<file path="src/rtl/mfu_pkg.sv">
// Shared types for the multi-precision fusion unit and its accumulation stage.
package mfu_pkg;

   localparam int ACC_W_DEF = 32;
   localparam int CNT_W_DEF = 12;

   typedef enum logic [1:0] {
      MODE_8X8  = 2'b00,
      MODE_4X4  = 2'b01,
      MODE_2X2  = 2'b10,
      MODE_NOOP = 2'b11
   } mode_t;

   typedef enum logic {
      IDLE = 1'b0,
      RUN  = 1'b1
   } acc_state_t;

endpackage

</file>
<file path="src/rtl/mfu_accumulator_if.sv">
// Product stream in, finished dot-product result out, plus group control.
interface mfu_acc_if
   import mfu_pkg::*;
#(
   parameter int ACC_W = ACC_W_DEF,
   parameter int CNT_W = CNT_W_DEF
);

   logic                    clear;
   logic                    in_valid;
   logic                    in_ready;
   logic signed [15:0]      in_p;
   mode_t                   in_mode;
   logic                    in_last;
   logic                    out_valid;
   logic                    out_ready;
   logic signed [ACC_W-1:0] out_data;
   logic [CNT_W-1:0]        out_count;
   mode_t                   out_mode;
   logic                    out_sat;
   logic                    err_mode;

   // Upstream/downstream environment view.
   modport master (
      output clear, in_valid, in_p, in_mode, in_last, out_ready,
      input  in_ready, out_valid, out_data, out_count, out_mode, out_sat, err_mode
   );

   // Accumulator view.
   modport slave (
      input  clear, in_valid, in_p, in_mode, in_last, out_ready,
      output in_ready, out_valid, out_data, out_count, out_mode, out_sat, err_mode
   );

endinterface

</file>
<file path="src/rtl/mfu_accumulator_sat_add.sv">
// Signed saturating adder: clamps to the W-bit range and flags the clamp.
module sat_add #(
   parameter int W = 32
) (
   input  logic signed [W-1:0] a,
   input  logic signed [W-1:0] b,
   output logic signed [W-1:0] sum,
   output logic                ovf
);

   logic [W:0] full;

   // NOTE: always_comb assigns every output on every path, so no latch is inferred.
   always_comb begin
      full = {a[W-1], a} + {b[W-1], b};
      ovf  = full[W] ^ full[W-1];
      sum  = full[W-1:0];
      if (ovf) begin
         // The extra sign bit tells which rail was crossed.
         sum = full[W] ? {1'b1, {(W-1){1'b0}}} : {1'b0, {(W-1){1'b1}}};
      end
   end

endmodule

</file>
<file path="src/rtl/mfu_accumulator.sv">
// Per-PE output-stationary accumulator: sums one dot product per group and
// hands it to the drain path through a one-entry result buffer.
module mfu_accumulator
   import mfu_pkg::*;
#(
   parameter int ACC_W = ACC_W_DEF,
   parameter int CNT_W = CNT_W_DEF
) (
   input logic    clk,
   input logic    rst,
   mfu_acc_if.slave bus
);

   localparam logic [CNT_W-1:0] CNT_MAX = '1;

   acc_state_t              state, state_next;
   logic signed [ACC_W-1:0] acc, acc_sum, acc_next, p_ext;
   logic [CNT_W-1:0]        count, count_next;
   logic                    sat_hit, sat_hit_next, add_ovf;
   mode_t                   grp_mode, mode_close;
   logic                    accept, close, first, noop, mismatch;

   // ---------------- FSM: state register ----------------
   // NOTE: sequential state uses non-blocking assignment so every register
   // samples the pre-edge values of the others.
   always_ff @(posedge clk or posedge rst) begin
      if (rst) state <= IDLE;
      else     state <= state_next;
   end

   // ---------------- FSM: next state ----------------
   always_comb begin
      state_next = state;
      if (bus.clear) begin
         state_next = IDLE;
      end else if (accept) begin
         if (bus.in_last)
            state_next = IDLE;
         else if (state == IDLE && !noop)
            state_next = RUN;
      end
   end

   // ---------------- FSM: outputs ----------------
   always_comb begin
      bus.in_ready = !bus.clear && (!bus.out_valid || bus.out_ready);
      accept       = bus.in_valid && bus.in_ready;
      close        = accept && bus.in_last;
      first        = (state == IDLE);
   end

   // ---------------- datapath ----------------
   assign p_ext = {{(ACC_W-16){bus.in_p[15]}}, bus.in_p};

   sat_add #(.W(ACC_W)) u_sat_add (
      .a   (acc),
      .b   (p_ext),
      .sum (acc_sum),
      .ovf (add_ovf)
   );

   always_comb begin
      noop         = (bus.in_mode == MODE_NOOP);
      acc_next     = noop ? acc : acc_sum;
      sat_hit_next = sat_hit || (!noop && add_ovf);
      count_next   = count;
      if (!noop && count != CNT_MAX) count_next = count + 1'b1;
      mode_close   = first ? bus.in_mode : grp_mode;
      // In RUN the group mode is never NOOP, so only real modes can conflict.
      mismatch     = !first && !noop && (bus.in_mode != grp_mode);
   end

   always_ff @(posedge clk or posedge rst) begin
      if (rst) begin
         acc      <= '0;
         count    <= '0;
         sat_hit  <= 1'b0;
         grp_mode <= MODE_NOOP;
         bus.err_mode <= 1'b0;
      end else if (bus.clear) begin
         acc      <= '0;
         count    <= '0;
         sat_hit  <= 1'b0;
         bus.err_mode <= 1'b0;
      end else if (accept) begin
         if (first) grp_mode <= bus.in_mode;
         if (mismatch) bus.err_mode <= 1'b1;
         // Closing beat restarts the group so the next beat needs no bubble.
         if (close) begin
            acc     <= '0;
            count   <= '0;
            sat_hit <= 1'b0;
         end else begin
            acc     <= acc_next;
            count   <= count_next;
            sat_hit <= sat_hit_next;
         end
      end
   end

   // ---------------- output buffer ----------------
   always_ff @(posedge clk or posedge rst) begin
      if (rst) begin
         bus.out_valid <= 1'b0;
         bus.out_data  <= '0;
         bus.out_count <= '0;
         bus.out_mode  <= MODE_NOOP;
         bus.out_sat   <= 1'b0;
      end else if (close) begin
         bus.out_valid <= 1'b1;
         bus.out_data  <= acc_next;
         bus.out_count <= count_next;
         bus.out_mode  <= mode_close;
         bus.out_sat   <= sat_hit_next;
      end else if (bus.out_ready) begin
         bus.out_valid <= 1'b0;
      end
   end

endmodule

</file>
<file path="src/flat_wrapper.sv">
// flat-port wrapper written by rule: the top's interface ports become plain ports
module mfu_accumulator_flat import mfu_pkg::*;
#(
   parameter int ACC_W = ACC_W_DEF,
   parameter int CNT_W = CNT_W_DEF
)
  (clk, rst, bus_clear, bus_in_valid, bus_in_p, bus_in_mode, bus_in_last, bus_out_ready, bus_in_ready, bus_out_valid, bus_out_data, bus_out_count, bus_out_mode, bus_out_sat, bus_err_mode);
  mfu_acc_if #(.ACC_W(ACC_W), .CNT_W(CNT_W)) bus_i ();
  input logic clk;
  input logic rst;
  input wire logic [$bits(bus_i.clear)-1:0] bus_clear;
  input wire logic [$bits(bus_i.in_valid)-1:0] bus_in_valid;
  input wire logic [$bits(bus_i.in_p)-1:0] bus_in_p;
  input wire logic [$bits(bus_i.in_mode)-1:0] bus_in_mode;
  input wire logic [$bits(bus_i.in_last)-1:0] bus_in_last;
  input wire logic [$bits(bus_i.out_ready)-1:0] bus_out_ready;
  output wire logic [$bits(bus_i.in_ready)-1:0] bus_in_ready;
  output wire logic [$bits(bus_i.out_valid)-1:0] bus_out_valid;
  output wire logic [$bits(bus_i.out_data)-1:0] bus_out_data;
  output wire logic [$bits(bus_i.out_count)-1:0] bus_out_count;
  output wire logic [$bits(bus_i.out_mode)-1:0] bus_out_mode;
  output wire logic [$bits(bus_i.out_sat)-1:0] bus_out_sat;
  output wire logic [$bits(bus_i.err_mode)-1:0] bus_err_mode;
  assign bus_i.clear = bus_clear;
  assign bus_i.in_valid = bus_in_valid;
  assign bus_i.in_p = bus_in_p;
  assign bus_i.in_mode = bus_in_mode;
  assign bus_i.in_last = bus_in_last;
  assign bus_i.out_ready = bus_out_ready;
  assign bus_in_ready = bus_i.in_ready;
  assign bus_out_valid = bus_i.out_valid;
  assign bus_out_data = bus_i.out_data;
  assign bus_out_count = bus_i.out_count;
  assign bus_out_mode = bus_i.out_mode;
  assign bus_out_sat = bus_i.out_sat;
  assign bus_err_mode = bus_i.err_mode;
  mfu_accumulator #(.ACC_W(ACC_W), .CNT_W(CNT_W)) u_core (.clk(clk), .rst(rst), .bus(bus_i));
endmodule
</file>
<file path="config.mk">
export PLATFORM = sky130hd
export DESIGN_NAME = mfu_accumulator_flat
export DESIGN_NICKNAME = d
export VERILOG_FILES = /design/src/rtl/mfu_pkg.sv /design/src/rtl/mfu_accumulator_if.sv /design/src/rtl/mfu_accumulator_sat_add.sv /design/src/rtl/mfu_accumulator.sv /design/src/flat_wrapper.sv
export SDC_FILE = /design/constraint.sdc
export NUM_CORES = 1
export LEC_CHECK = 0
export ABC_AREA = 1
export ABC_CLOCK_PERIOD_IN_PS = 3300
export CAP_MARGIN = 25
export CORE_ASPECT_RATIO = 1.25
export CORE_UTILIZATION = 40
export DETAILED_ROUTE_END_ITERATION = 6
export HOLD_SLACK_MARGIN = 0.02
export PLACE_DENSITY_LB_ADDON = 0.25
export SETUP_SLACK_MARGIN = 0.5
export SLEW_MARGIN = 20
export SYNTH_ARGS = -nofsm -noshare
export SYNTH_HDL_FRONTEND = slang
export SYNTH_SLANG_ARGS = --single-unit
export TNS_END_PERCENT = 50
</file>
<file path="constraint.sdc">
create_clock -name clk -period 3.3 [get_ports clk]
set_input_delay 0.495 -clock clk [delete_from_list [all_inputs] [get_ports clk]]
set_output_delay 0.495 -clock clk [all_outputs]
set_load 0.01 [all_outputs]
</file>
; ---- Word-level counts from Yosys, hierarchy flattened
; Index checks and enable logic that the tools add are counted.
[word_totals]
regBits = 97
inputBits = 24
output_inout_bits = 50
word_cells = 62
[op_classes]
addsub = 2
eq_ne = 3
muxes = 23
n_bitwise = 3
n_reduce_logical = 20
[ops]
columns = cell, count
row1 = $mux W32, 6
row2 = $mux W12, 4
row3 = $add A32 B16 Y33, 1
row4 = $add A12 B1 Y12 const B, 1
row5 = $mux W1, 12
row6 = $ne A12 B12 Y1 const B, 1
row7 = $logic_and A1 B1 Y1, 8
row8 = $reduce_and A2 Y1, 3
row9 = $reduce_bool A2 Y1, 3
row10 = $logic_not A1 Y1, 3
row11 = $reduce_bool A3 Y1, 1
row12 = $eq A2 B2 Y1 const B, 1
row13 = $logic_or A1 B1 Y1, 2
row14 = $mux W2, 1
row15 = $ne A2 B2 Y1, 1
row16 = $not A1 Y1, 2
row17 = $xor A1 B1 Y1, 1

; ---- Logic depth before layout (Yosys ltp)
; Gate-level depths: netlist of the first run.
[logic_depth]
word_depth = 8
ltp_mapped = 19
mapped_depth_nobuf = 18

; ---- By module
; A second synthesis of the first run with hierarchy kept.
[unflattened]
hier_cells = 1040
hier_area_um2 = 7138.1
[modules_own_cells]
columns = module, n_inst, cells_per_inst, area_each_um2
row1 = mfu_accumulator, 1, 548, 4591.9
row2 = sat_add, 1, 492, 2546.2

; ---- Least setup slack after synthesis of the first run
; Ideal clock, no wire load.
[synth_path]
path_type = in2reg
from = in bus_in_p[0]
to = reg u_core.acc[20]
arrival_ps = 2347
path_slack_ps = 887
path_stages = 18
n_path_buf = 1
cell_sequence = ha_1 -> fa_1 -> nand2_1 -> nand2_1 -> nand3_2 -> nand2_2 -> nand2_2 -> nand2_4 -> nand2_4 -> nand2_2 -> nand2_2 -> nand2_2 -> a21oi_4 -> buf_12 -> nand2_2 -> nand2_2 -> nand2_1 -> nand2_1
[synth_between]
elab_chain_len = 7
elab_cells_between_ends = 8
[synth_lines]
columns = item, line
row1 = "start, declared", flat_wrapper.sv:13  ; input wire logic [$bits(bus_i.in_p)-1:0] bus_in_p;
row2 = $add A32 B16 Y33 *, mfu_accumulator_sat_add.sv:15  ; full = {a[W-1], a} + {b[W-1], b};
row3 = $mux W32 / $xor A1 B1 Y1 (equally long branches), "mfu_accumulator_sat_add.sv:20, mfu_accumulator_sat_add.sv:16"
row4 = $mux W32 *, mfu_accumulator_sat_add.sv:18  ; if (ovf) begin
row5 = $mux W32 *, mfu_accumulator.sv:64  ; acc_next = noop ? acc : acc_sum;
row6 = $mux W32 *, mfu_accumulator.sv:89  ; if (close) begin
row7 = $mux W32 *, mfu_accumulator.sv:85  ; end else if (accept) begin
row8 = $mux W32 *, mfu_accumulator.sv:80  ; end else if (bus.clear) begin
row9 = "end signal, assigned", mfu_accumulator.sv:94  ; acc <= acc_next;
row10 = "end, declared", mfu_accumulator.sv:17  ; logic signed [ACC_W-1:0] acc, acc_sum, acc_next, p_ext;
; Every way passes the cells marked *; elsewhere a longest branch is shown, timed or not. The select of a mux whose other input is x is not followed.
; A chain may end at the register's enable or synchronous reset.

; ---- Final worst setup path of the first run
[layout_path]
from = in bus_in_p[6]
to = reg u_core.bus.out_data[26]
[layout_between]
elab_chain_len = 4
elab_cells_between_ends = 5
[layout_lines]
columns = item, line
row1 = $add A32 B16 Y33 *, mfu_accumulator_sat_add.sv:15
row2 = $mux W32 / $xor A1 B1 Y1 (equally long branches), "mfu_accumulator_sat_add.sv:20, mfu_accumulator_sat_add.sv:16"
row3 = $mux W32 *, mfu_accumulator_sat_add.sv:18
row4 = $mux W32 *, mfu_accumulator.sv:64
row5 = "end signal, assigned", mfu_accumulator.sv:111  ; bus.out_data <= acc_next;
row6 = "end, declared", mfu_accumulator_if.sv:32  ; output in_ready, out_valid, out_data, out_count, out_mode, out_sat, err_mode
; Every way passes the cells marked *; elsewhere a longest branch is shown, timed or not.

==> results_dict.tcl, run 1 <==
set metrics [dict create \
    status "completed" \
    syn-cell-area_sq_um 6870 \
    critical_path_class "in -> reg" \
    grt_pass1_wl_microns 30600 \
    grt_remaining_overflow 0 \
    hold_violations 0 \
    fillers 1723 \
    tightest_slew_ns 0.562 \
    dieArea_sq_um 17700 \
    synth-seq-cells 97 \
    synth.avg_cell_area_sq_um 6.89 \
    synth_edf_count 0 \
    clock_skew_ns 0.00825 \
    crit_fanout 5 \
    utilization 0.498 \
    dpl.hpwl_microns 13600 \
    min_path_cells 2 \
    critPathLaunch "bus_in_p[6]" \
    drc 0 \
    drtPass1Iterations 4 \
    track_usage 0.218 \
    crit_path_frequent_cell "nand2_1" \
    crit_chain "clkdlybuf4s50_1 -> ha_4 -> nand2_1 -> inv_1 -> a21oi_2 -> nand2_2 -> nand2_1 -> nand2_4 -> nand2_2 -> nand2_1 -> nand2_1 -> nand2_2 -> a21oi_4 -> clkbuf_16 -> nand2_1 -> nand2_1 -> nand2_1 -> nand2_1" \
    period_share 0.810 \
    synth-simple-area-share 0.392 \
    synth_ff_type "dfrtp_1" \
    initial_core_util 0.408 \
    diodes 0 \
    clockBufferDepth 2 \
    crit_slowest_cell "clkdlybuf4s50_1" \
    hold_buffers 0 \
    synth_top_family_by_area "simple AND/OR/NAND/NOR gates" \
    detail_route.wl_per_cell_microns 14.3 \
    cts.sinks 97 \
    cts_buffers 9 \
    route.vias.total 6392 \
    grt_max_degree 98 \
    worstPathRequired_ns 3.60 \
    rows 53 \
    leakage_uw 0.00439 \
    setup_tns_ns 0 \
    cap_violations 0 \
    async_flop_share 1.00 \
    clk_pin_slew_ns 0.07 \
    gp_congestion 0.917 \
    synth.net_count 1055 \
    r2r-start "u_core.acc[0]$_DFFE_PP0P_" \
    grt_pass1_vias 6354 \
    layout_min_cycle_time_ns 2.67 \
    synth_adder_area_share 0.0630 \
    die_h_microns 149 \
    drive_gt1_frac 0.130 \
    vdd_drop_max_uv 245 \
    slowest_delay_ns 0.52 \
    slew_headroom 0.626 \
    fp.dieW_microns 119 \
    drt_wl_total_microns 18600 \
    ios 74 \
    synthMuxAreaShare 0 \
    critPathArrivalTime_ns 2.97 \
    ys.warnings.count 0 \
    start_kind "input pin" \
    grt_antenna_before_repair 0 \
    drt_iter0_markers 272 \
    htreeDepth 3 \
    final_antenna_net_count 0 \
    min_from "u_core.bus.out_data[23]$_DFFE_PP0P_" \
    rr_worst_depth 18 \
    setup_viol 0 \
    clkLatencyLatePin_ns 0.36 \
    power_density_nw_per_um2 464 \
    viasPerCell 4.91 \
    synth-compound-area-share 0.0774 \
    portBuffers 73 \
    cp-end-kind "flop" \
    synth-xor-area-share 0.0395 \
    syn_inst 997 \
    worstHoldPathType "reg -> reg" \
    yosysUniqueCellTypes 49 \
    tritoncts "built" \
    cts-root-buf "clkbuf_16" \
    maxClockFrequency_mhz 374 \
    finalNetCount 1137 \
    drv_slew 0 \
    core_area_sq_um 16800 \
    synth-seq-area-share 0.354 \
    grt_setup_unrepaired "no" \
    syn2layout_area_growth_pct 22.1 \
]
## cell usage after synthesis, types with 6 or more instances
cell type	instances	share of area
ha_1	33	0.060
nor2_2	6	0.0055
nand3_1	39	0.028
nand4_1	6	0.0055
dfrtp_1	93	0.34
nand3b_1	6	0.0066
xnor2_1	10	0.013
inv_1	72	0.039
nand2_2	35	0.032
a21oi_1	29	0.021
nor3_1	6	0.0044
xor2_1	21	0.027
o21bai_1	8	0.0087
inv_2	7	0.0038
o22ai_1	8	0.0073
clkbuf_1	10	0.0055
nor2_1	49	0.027
nand2_1	477	0.26
o21ai_0	25	0.018
## power by group
group	leakage (uW)	switching, uW	internal, uW	total (uW)
clock	0.000145	484	605	1090
sequential	0.00129	116	1360	1470
combinational	0.00296	737	598	1340
total	0.00439	1340	2560	3900
## worst max-delay path: cells and delay by family
| family | cells | cell delay, ns |
|---|---|---|
| AO/OA/AOI/OAI | 2 | 0.46 |
| adder cells (fa/ha/maj) | 1 | 0.23 |
| buffers and inverters | 3 | 0.81 |
| AND/OR/NAND/NOR | 12 | 0.98 |
## per-layer routing
layer / wire (microns) / global-route usage / up-vias
met1: 8370 / 0.269 / 2959
met5: 0 / 0 / -
met3: 619 / 0.0364 / 32
met2: 9040 / 0.375 / 116
li1: - / - / 3285
met4: 524 / 0.0943 / 0
## cells by family after synthesis
family	after synthesis
AOI/OAI and AO/OA	86
and+or+nand+nor	643
DFF	97
adders and majority gates	34
buffers and inverters	106
xor gates and xnor gates	31
## timing repair
| item | CTS | global route |
|---|---|---|
| pin swaps | 0 | 7 |
| hold endpoints to repair | 0 | 0 |
| gates cloned | 0 | 2 |
| gates resized for setup | 1 | 39 |
| setup buffers | 0 | 2 |
| endpoints found under the setup margin | 17 | 64 |
## placed cells by master (no fill, tap or decap), drive strengths merged, types with 3 or more instances in the layout
cell           count
a21oi             34
buf               21
clkbuf            12
clkdlybuf4s50     70
dfrtp             93
dfstp              4
dlymetal6s2s       3
ha                33
inv               81
nand2            517
nand3             40
nand3b             6
nand4              6
nor2              56
nor3               7
o21ai             27
o21bai             8
o22ai              8
or2                6
xnor2             10
xor2              21
## worst paths after layout
path	to	slack, ns
setup reg to reg	u_core.bus.out_data[26]$_DFFE_PP0P_	0.72
max in group asynchronous	u_core.bus.out_data[11]$_DFFE_PP0P_	2.25
hold reg to reg	u_core.bus.out_data[23]$_DFFE_PP0P_	0.48
hold / removal	u_core.bus.out_data[23]$_DFFE_PP0P_	0.48
setup / recovery	u_core.bus.out_data[26]$_DFFE_PP0P_	0.63
min in group asynchronous	u_core.bus.err_mode$_DFFE_PP0P_	0.59
## per-stage QoR
step                hold slack (ns)  std cells  worst slack (ns)  total power [uW]  area [sq um]
floorplan                     0.467        997             0.887              2270          6870
global placement              0.465       1284             0.115              2770          7860
detailed placement            0.465       1284            0.0966              2770          7860
CTS                           0.484       1298             0.513              3870          8160
global route                  0.507       1302             0.480              4160          8390
finish                        0.479       1302             0.629              3900          8390
## area by class of cell
| class | count | area (sq um) | share of cell area |
|---|---|---|---|
| Tap cell | 220 | 275 | 0.0328 |
| Clock inverter | 4 | 52.6 | 0.00626 |
| Multi-Input combinational cell | 794 | 4090 | 0.488 |
| Timing Repair Buffer | 96 | 991 | 0.118 |
| Inverter | 81 | 308 | 0.0367 |
| Clock buffer | 10 | 239 | 0.0285 |
| Sequential cell | 97 | 2430 | 0.290 |
## state kept, by name, indices dropped and copies added, names as in the netlist
name and count:
u_core.bus.out_valid 1, u_core.grp_mode 2, u_core.bus.out_mode 2, u_core.bus.out_count 12, u_core.bus.out_sat 1, u_core.bus.err_mode 1
u_core.bus.out_data 32, u_core.count 12, u_core.state 1, u_core.sat_hit 1, u_core.acc 32
Power figures use the tool's default switching activity.
==> run 2, diff against run 1 <==
- ABC_CLOCK_PERIOD_IN_PS: 3300 -> 2470
- clock period: 3.3 -> 2.47 ns (I/O delays scaled with it)
==> run 2 against run 1 <==
  * Non-clock buffer count increased by 106
  * Sequential power is 34% higher
  * Sequential share of layout area decreased by 4.0 points
  * Hold slack worse by 0.13 ns
  * Utilization grew 8.0 points
  * Critical endpoint is now u_core.bus.out_data[14]$_DFFE_PP0P_
  * Cell count is 8.3% higher
  * Critical path depth is 1 higher
  * Via count is 7.5% higher
  * Largest cell class unchanged
  * Highest routed layer unchanged
==> results_dict.tcl, run 2 (synthesized netlist as in run 1, its figures left out) <==
set metrics [dict create \
    clk_pin_slew_ns 0.07 \
    setup_tns_ns 0 \
    die_h_microns 149 \
    cap_violations 0 \
    hold_buffers 0 \
    cts-root-buf "clkbuf_16" \
    fillers 1555 \
    clockBufferDepth 2 \
    ios 74 \
    grt_use_met3 0.0337 \
    layout.area.seq_sq_um 2440 \
    core_area_sq_um 16800 \
    maxClockFrequency_mhz 412 \
    slowest_delay_ns 0.39 \
    period_share 0.982 \
    setup_slack_ns 0.0435 \
    final_antenna_net_count 0 \
    tritoncts "built" \
    portBuffers 73 \
    drive_gt1_frac 0.255 \
    clockPowerShare 0.270 \
    grt_pass1_wl_microns 33800 \
    top_regs "u_core.acc x32, u_core.bus.out_data x32" \
    grt_remaining_overflow 0 \
    cp-end-kind "flop" \
    grt_use_met1 0.296 \
    cp-endpoint "u_core.bus.out_data[14]$_DFFE_PP0P_" \
    fp.dieW_microns 119 \
    pwr-share-seq 0.342 \
    gp_congestion 0.914 \
    clock_skew_ns 0.00826 \
    drt_iter0_markers 298 \
    dieArea_sq_um 17700 \
    hold_violations 0 \
    slew_headroom 0.628 \
    critical_path_class "reg -> reg" \
    track_usage 0.243 \
    final_cell_area_sq_um 9730 \
    internal_power_uw 3810 \
    worstPathRequired_ns 2.76 \
    min_path_cells 2 \
    switching_share 0.339 \
    rows 53 \
    grt_antenna_before_repair 0 \
    crit_chain "ha_2 -> fa_2 -> nand2_2 -> nand2_2 -> nand3_2 -> nand2_2 -> nand2_2 -> nand2_4 -> nand2_4 -> nand2_4 -> nand2_4 -> nand2_4 -> a21oi_4 -> buf_6 -> buf_12 -> nand2_4 -> nand2_2 -> nand2_1 -> nand2_1" \
    critPathArrivalTime_ns 2.72 \
    initial_core_util 0.408 \
    status "completed" \
    leakage_uw 0.00498 \
    drtPass1Iterations 5 \
    layout_min_cycle_time_ns 2.43 \
    regToRegSetupSlack_ns 0.04 \
    grt_busiest_layer "met2" \
    mostFrequentLayoutCell "nand2_1" \
    drv_slew 0 \
    crit_path_frequent_cell "nand2_4" \
    fin_cells 1410 \
    syn2layout_area_growth_pct 41.7 \
    power_density_nw_per_um2 592 \
    crit_fanout 7 \
    r2r_end "u_core.bus.out_data[14]$_DFFE_PP0P_" \
    combPwrFrac 0.387 \
    vdd_drop_max_uv 394 \
    multi_input_area_sq_um 4530 \
    drc 0 \
    grt_max_degree 98 \
    diodes 0 \
    detail_route.wl_per_cell_microns 14.5 \
    start_kind "flop" \
    drt_wl_total_microns 20500 \
    cts.sinks 97 \
    clkLatencyLatePin_ns 0.36 \
    worstHoldPathType "in -> reg" \
    dpl.hpwl_microns 14600 \
    grt_setup_unrepaired "yes" \
    tightest_slew_ns 0.557 \
    final_cell_mix "445 x nand2_1, 114 x buf_4, 90 x dfrtp_1, 70 x inv_1, 65 x clkdlybuf4s50_1" \
    place_area_sq_um 8600 \
    r2r-start "u_core.acc[0]$_DFFE_PP0P_" \
    htreeDepth 3 \
    dp_slack_ns -0.553 \
    setup_viol 0 \
    cts_buffers 9 \
    grt_pass1_vias 6926 \
    place_inst 1381 \
    use_met2 0.432 \
    route.vias.total 6869 \
    min_from "bus_clear" \
    critPathLaunch "u_core.acc[0]$_DFFE_PP0P_" \
    viasPerCell 4.87 \
    p_sw_uw 1950 \
    hold-worst-slack_ns 0.351 \
    finalNetCount 1243 \
    rr_worst_depth 19 \
    crit_slowest_cell "dfrtp_1" \
]
-- run 2: cell types whose count changed in the layout (fill, tap and decap cells not counted), sizes merged --
cell / delta
bufinv: +1
inv: -1
clkbuf: -1
buf: +108
clkdlybuf4s50: -5
bufbuf: +1
dlymetal6s2s: -1
clkinv: -1
dlygate4sd2: +5
clkinvlp: +2
-- run 2: layout make-up --
cell class | count | area share
multi-input cells | 794 | 0.466
clock inverters | 5 | 0.00874
clock buffers | 11 | 0.0239
flip-flops and latches | 97 | 0.250
repair buffers | 202 | 0.191
inverters | 81 | 0.0320
well taps | 220 | 0.0283
-- run 2: how the worst min path moves through the flow --
| stage | slack, ns | to |
|---|---|---|
| finish | 0.35 | u_core.state$_DFFE_PP0P_ |
| global route | 0.39 | u_core.state$_DFFE_PP0P_ |
| CTS | 0.48 | u_core.bus.out_data[14]$_DFFE_PP0P_ |
| detailed placement | 0.46 | u_core.bus.out_data[25]$_DFFE_PP0P_ |
| global placement | 0.46 | u_core.bus.out_data[20]$_DFFE_PP0P_ |
| floorplan | 0.44 | u_core.state$_DFFE_PP0P_ |
-- run 2: power by group through the flow --
stage          Sequential, uW  Combinational, uW  Clock (uW)
4_1_cts                  1970               2150        1590
2_1_floorplan            2040                990           0
5_1_grt                  2000               2450        1640
6_report                 1970               2230        1560
3_5_place_dp             1980               1930           0
3_3_place_gp             1990               1920           0
-- run 2: critical path, delay by kind of cell, from the launching register on --
family          cells  cell delay (ns)
fa+ha+maj           2             0.57
flops               1             0.39
compound gates      1             0.21
buf+inv             2             0.27
simple gates       14             0.90
-- run 2: metal layers --
metal	wire, microns	up-vias
met5	0	-
met3	639	28
met1	8990	3219
li1	-	3507
met2	10400	115
met4	492	0
-- run 2: repair_timing --
action / CTS / global route
buffers inserted: 9 / 0
cloned: 4 / 0
resized for setup: 89 / 47
endpoints found under the setup margin: 82 / 92
pin swaps: 23 / 27
-- run 2: through the flow --
step | utilization | power (uW)
3_3_place_gp | 0.511 | 3900
3_5_place_dp | 0.511 | 3910
2_1_floorplan | - | 3030
4_1_cts | 0.567 | 5710
6_report | 0.578 | 5770
5_1_grt | 0.578 | 6100
